File: src/rtl/elastic_reg_pipe_pkg.sv
// elastic_reg_pipe_pkg: shared defaults for the elastic register pipeline slice.
// Latency: n/a (declarations only).
// Backpressure: n/a (declarations only).
package elastic_reg_pipe_pkg;

  // Default geometry used when an instance does not override it.
  localparam int unsigned ERP_DEF_WIDTH = 8;
  localparam int unsigned ERP_DEF_DEPTH = 4;

endpackage : elastic_reg_pipe_pkg

File: src/rtl/elastic_reg_pipe_stage.sv
// pipe_stage: one valid+data register of the elastic pipeline.
// Latency: 1 cycle from load to v_q/d_q.
// Backpressure: none locally; load/drain are decided by the parent's move chain.
// Ports:
//   clk, rst     clock (rising edge) and async active-high reset
//   flush        clears the valid bit at the next edge, data holds
//   load         capture d_in and mark the stage valid
//   drain        the held beat leaves this cycle and nothing replaces it
//   d_in         incoming beat
//   v_q, d_q     registered valid bit and data
module pipe_stage
  import elastic_reg_pipe_pkg::*;
#(
  parameter int unsigned      WIDTH     = ERP_DEF_WIDTH,
  parameter logic [WIDTH-1:0] RESET_VAL = '0
) (
  input  logic             clk,
  input  logic             rst,
  input  logic             flush,
  input  logic             load,
  input  logic             drain,
  input  logic [WIDTH-1:0] d_in,
  output logic             v_q,
  output logic [WIDTH-1:0] d_q
);

  logic             v_d;
  logic [WIDTH-1:0] d_d;

  // Flush wins over everything and leaves the data register untouched, so a
  // flush never toggles data flops. Load wins over drain because a stage that
  // is both emptied and refilled in the same cycle ends up valid.
  always_comb begin
    v_d = v_q;
    d_d = d_q;
    if (flush) begin
      v_d = 1'b0;
    end else if (load) begin
      v_d = 1'b1;
      d_d = d_in;
    end else if (drain) begin
      v_d = 1'b0;
    end
  end

  always_ff @(posedge clk or posedge rst) begin
    if (rst) begin
      v_q <= 1'b0;
      d_q <= RESET_VAL;
    end else begin
      v_q <= v_d;
      d_q <= d_d;
    end
  end

endmodule : pipe_stage

File: src/rtl/elastic_reg_pipe.sv
// elastic_reg_pipe: WIDTH-bit, DEPTH-stage register pipeline with valid/ready, bubble collapse, flush and occupancy.
// Latency: DEPTH cycles from accept to out_valid on an empty unstalled pipe; 1 beat/cycle sustained.
// Backpressure: beats are never dropped; in_ready falls only when all DEPTH stages are full and out_ready=0.
// Ports:
//   clk, rst               clock (rising edge) and async active-high reset
//   flush                  synchronous clear of every valid bit (data holds), blocks input that cycle
//   in_valid/in_ready      producer handshake, in_data is the beat
//   out_valid/out_ready    consumer handshake, out_data is the last stage
//   occupancy              registered count of valid stages, 0..DEPTH
// Timing note for integrators: out_ready -> in_ready is a combinational path
// through the move chain; in_valid/in_data reach no output combinationally.
module elastic_reg_pipe
  import elastic_reg_pipe_pkg::*;
#(
  parameter int unsigned      WIDTH     = ERP_DEF_WIDTH,
  parameter int unsigned      DEPTH     = ERP_DEF_DEPTH,
  parameter logic [WIDTH-1:0] RESET_VAL = '0
) (
  input  logic                       clk,
  input  logic                       rst,
  input  logic                       flush,
  input  logic                       in_valid,
  output logic                       in_ready,
  input  logic [WIDTH-1:0]           in_data,
  output logic                       out_valid,
  input  logic                       out_ready,
  output logic [WIDTH-1:0]           out_data,
  output logic [$clog2(DEPTH+1)-1:0] occupancy
);

  localparam int CNT_W = $clog2(DEPTH + 1);

  logic [DEPTH-1:0] stg_v;     // per-stage valid
  logic [WIDTH-1:0] stg_d [DEPTH];
  logic [DEPTH-1:0] mv;        // stage i hands its beat downstream this cycle
  logic [DEPTH-1:0] stg_load;
  logic [DEPTH-1:0] stg_drain;
  logic             stall_c;   // running "everything below here is blocked"
  logic             accept;
  logic             out_xfer;

  logic [CNT_W-1:0] occ_q;
  logic [CNT_W-1:0] occ_d;

  // Move chain, walked from the output stage back toward the input.
  // A valid stage can move unless every stage below it is valid and the
  // consumer is stalled. Tracking that as a single running term is the same
  // function as mv[i] = v[i] & (~v[i+1] | mv[i+1]) but avoids a vector that
  // feeds back on itself.
  always_comb begin
    mv      = '0;
    stall_c = ~out_ready;
    for (int i = int'(DEPTH) - 1; i >= 0; i--) begin
      mv[i]   = stg_v[i] & ~stall_c;
      stall_c = stall_c & stg_v[i];
    end
  end

  assign in_ready  = (~stg_v[0] | mv[0]) & ~flush;
  assign accept    = in_valid & in_ready;
  assign out_valid = stg_v[DEPTH-1];
  assign out_data  = stg_d[DEPTH-1];
  assign out_xfer  = out_valid & out_ready;

  // Stage 0 loads from the input port; every other stage loads from its
  // upstream neighbour whenever that neighbour moves.
  always_comb begin
    stg_load  = '0;
    stg_drain = '0;
    for (int i = 0; i < int'(DEPTH); i++) begin
      stg_drain[i] = mv[i];
      if (i == 0) begin
        stg_load[i] = accept;
      end else begin
        stg_load[i] = mv[i-1];
      end
    end
  end

  for (genvar gi = 0; gi < int'(DEPTH); gi++) begin : g_stage
    logic [WIDTH-1:0] stage_in;

    if (gi == 0) begin : g_head
      assign stage_in = in_data;
    end else begin : g_body
      assign stage_in = stg_d[gi-1];
    end

    pipe_stage #(
      .WIDTH     (WIDTH),
      .RESET_VAL (RESET_VAL)
    ) u_stage (
      .clk   (clk),
      .rst   (rst),
      .flush (flush),
      .load  (stg_load[gi]),
      .drain (stg_drain[gi]),
      .d_in  (stage_in),
      .v_q   (stg_v[gi]),
      .d_q   (stg_d[gi])
    );
  end

  // Occupancy is kept as a counter rather than a popcount of the valid bits
  // so the output is a clean flop. Accept is already blocked during flush,
  // so flush alone decides the clear.
  always_comb begin
    occ_d = occ_q;
    if (flush) begin
      occ_d = '0;
    end else begin
      occ_d = occ_q + CNT_W'(accept) - CNT_W'(out_xfer);
    end
  end

  always_ff @(posedge clk or posedge rst) begin
    if (rst) begin
      occ_q <= '0;
    end else begin
      occ_q <= occ_d;
    end
  end

  assign occupancy = occ_q;

endmodule : elastic_reg_pipe

File: config.mk
export PLATFORM = sky130hd
export DESIGN_NAME = elastic_reg_pipe
export DESIGN_NICKNAME = d
export VERILOG_FILES = /design/src/rtl/elastic_reg_pipe_pkg.sv /design/src/rtl/elastic_reg_pipe_stage.sv /design/src/rtl/elastic_reg_pipe.sv
export SDC_FILE = /design/constraint.sdc
export NUM_CORES = 1
export LEC_CHECK = 0
export CORE_MARGIN = 1
export CORE_UTILIZATION = 45
export CTS_CLUSTER_SIZE = 16
export DETAILED_ROUTE_END_ITERATION = 6
export PLACE_DENSITY = 0.81
export SYNTH_ARGS = -nofsm -noshare
export SYNTH_HDL_FRONTEND = slang
export SYNTH_SLANG_ARGS = --single-unit
export TNS_END_PERCENT = 1
File: constraint.sdc
create_clock -name clk -period 4.92 [get_ports clk]
set_input_delay 0.984 -clock clk [delete_from_list [all_inputs] [get_ports clk]]
set_output_delay 0.984 -clock clk [all_outputs]
set_load 0.02 [all_outputs]
==> key figures <==
Route
  • Routed wire length: between 2000 and 2500 um
  • DRC errors left: 0
  • Vias: between 800 and 900
  • Routed vias/inst: 4.74
  • Post-DRT Antenna Nets: 0
  • Drt first pass iters: 4
  • Top layer in use: met4
  • Met2 WL: ~1000 um
  • Met3 routed WL: about 100 um
  • Met1 WL: 1030 um
  • Routed length per placed instance: roughly 12 um
  • Starting DRC count in detailed routing: 6

Logic synthesis
  • Yosys warnings: 0
  • Syn Area/Cell: ~15 um^2
  • Flops & latches, synth: 39
  • Seq/Total Area, Yosys: approximately 61%
  • Mapped Area: 0.00160 mm^2
  • Synth cell types: 21
  • Syn nets: around 120
  • Post-Syn Instances: roughly 110

Setup path
  • Reg-to-reg startpoint: g_stage[2].u_stage.v_q
  • R2R depth: 10
  • Critical path class: input pin to output port
  • Worst Setup Start Kind: input pin
  • CP Data Arrival Time: between 2000 and 3000 ps
  • CP Launch Point: out_ready
  • CP Capture Type: output port
  • Maximum fanout along the worst path: 5
  • CP required: between 3000 and 4000 ps

Floorplan
  • Die area: approximately 0.0038 mm^2
  • DIE WIDTH: slightly above 60 um
  • Cell Rows: 21
  • Initial core utilization: a little under half
  • Core area: approximately 0.0034 mm^2
  • Io pins: 26
  • Die height: 61.7 um

STA
  • Max Transition Viols Final: 0
  • Highest Clock Rate: roughly 290 MHz
  • Final WS setup: about 1400 ps
  • Worst Skew: around 2.7 ps
  • Crit path time final: about 3500 ps
  • Endpoints failing setup: 0
  • Measured slew at the worst slew-check pin: approximately 500 ps
  • Worst slew margin: 67.2%
  • Period utilisation layout: 70.8%
  • TNS Setup: 0 ps
  • Fin. Hold Viols: 0
  • RSZ-0062 raised after global routing: false

Cells and area
  • Area Overhead vs Synth: 20.0%
  • Design area: between 0.0015 and 0.002 mm^2
  • Final #Nets: 150
  • Share of layout cells above drive strength 1: about 30%
  • Finished Layout Cells: 179
  • Most common cell after layout, fill and taps aside: dfrtp_1
  • Most frequent cells in the layout: 39 x dfrtp_1, 25 x clkdlybuf4s50_1, 24 x mux2_2
  • Number of diodes: 0

Placed design
  • # port buffers: 25
  • Placed Area: 0.00188 mm^2
  • Cells after DPL: 173
  • DP Worst Slack: approximately 1300 ps
  • GP Congestion: between 0.6 and 0.7
  • HPWL after DPL: 1710 um

Min path
  • Worst Hold Depth: 1
  • Hold_sp: g_stage[2].u_stage.d_q[5]
  • Tightest Hold Check Type: flop to flop

Global route
  • First-pass GRT wire length: about 3500 um
  • Initial antenna violation count: 0
  • GRT Total Usage: approximately an eighth
  • Pin count of the biggest net entering global routing: 40
  • Vias in the first global route: 791
  • GRT overflow: 0

Clock tree
  • H-Tree Depth: 2
  • CTS Buffer Depth: 2
  • Worst-Skew Late Latency: between 300 and 400 ps
  • Clock transition at the registers of the reported paths: about 100 ps
  • CTS tree: done
  • Hold_buf cts: 0
  • CTS root buf: clkbuf_4
  • Post-CTS setup buffers: 0
  • TritonCTS buffer count: 5
  • Num Clock Sinks: 39
  • Post-CTS Resized: 0

Status
  • Run status: finished, final reports clean

Power
  • Lkg Pwr: approximately 0.89 nW
  • Peak VDD IR: between 200 and 250 uV
  • Power Density: approximately 400 mW/mm^2

Job
  • Max-cap violations: 0
[cells by family (layout without fill, tap and decap cells)]
family	Yosys count	in the layout	share of synthesized area, %
buffers and inverters	10	37	3.43
AO/OA/AOI/OAI	5	5	2.03
AND/OR/NAND/NOR	15	15	5.39
XOR/XNOR	2	2	1.09
multiplexers	32	32	24.4
adder cells (fa/ha/maj)	3	3	2.81
flip-flops	39	39	60.9
[where the power goes]
part | total, mW | internal (mW) | switching, mW
logic | 0.209 | 0.130 | 0.0790
registers | 0.448 | 0.403 | 0.0442
clock network | 0.135 | 0.0509 | 0.0845
total | 0.792 | 0.585 | 0.208
[cell usage after synthesis (all sizes together)]
cell type,number,area share (%)
a211o,1,0.55
fa,1,1.2
nor2b,1,0.39
buf,4,2.0
nor2,8,1.9
dfrtp,39,61
ha,2,1.6
and2,1,0.47
xnor2,1,0.55
and4b,1,0.62
and2b,1,0.55
xor2,1,0.55
inv,5,1.2
or3b,2,1.1
a21oi,4,1.5
clkbuf,1,0.23
mux2,32,24
nand2b,1,0.39
[layout make-up]
class	instances	area, um^2
Fill cell	288	1440
Sequential cell	39	976
Multi-Input combinational cell	57	572
Timing Repair Buffer	26	258
Tap cell	46	57.6
Clock buffer	6	41.3
Inverter	5	18.8
[metal layers]
metal  up-vias  track usage, %
li1        414               -
met1       413            17.1
met2        18            20.0
met3         4            4.41
met4         0            5.71
met5         -               0
[registers in the layout (all words and copies together), names as in the netlist]
signal / cells
occupancy: 3
g_stage.u_stage.v_q: 4
g_stage.u_stage.d_q: 32
[per-stage QoR]
step | hold slack, ps | power, mW | util, %
2_1_floorplan | 475 | 0.577 | -
3_3_place_gp | 487 | 0.655 | 56.0
3_5_place_dp | 493 | 0.668 | 56.0
4_1_cts | 516 | 0.804 | 57.2
5_1_grt | 533 | 0.839 | 57.2
6_report | 511 | 0.792 | 57.2
[critical path, cell delays in order]
cell             delay, ps
clkdlybuf4s50_1        480
and4b_1                250
a21oi_1                160
clkdlybuf4s50_1        620
[worst paths after layout]
check                                            end  slack (ps)
setup / recovery                            in_ready        1440
hold / removal             g_stage[3].u_stage.d_q[5]         510
setup reg to reg                        occupancy[2]        2490
hold reg to reg            g_stage[3].u_stage.d_q[5]         510
max in group asynchronous  g_stage[3].u_stage.d_q[0]        3520
min in group asynchronous  g_stage[3].u_stage.d_q[2]        1070
No activity file was read; power rests on OpenSTA's default activity.
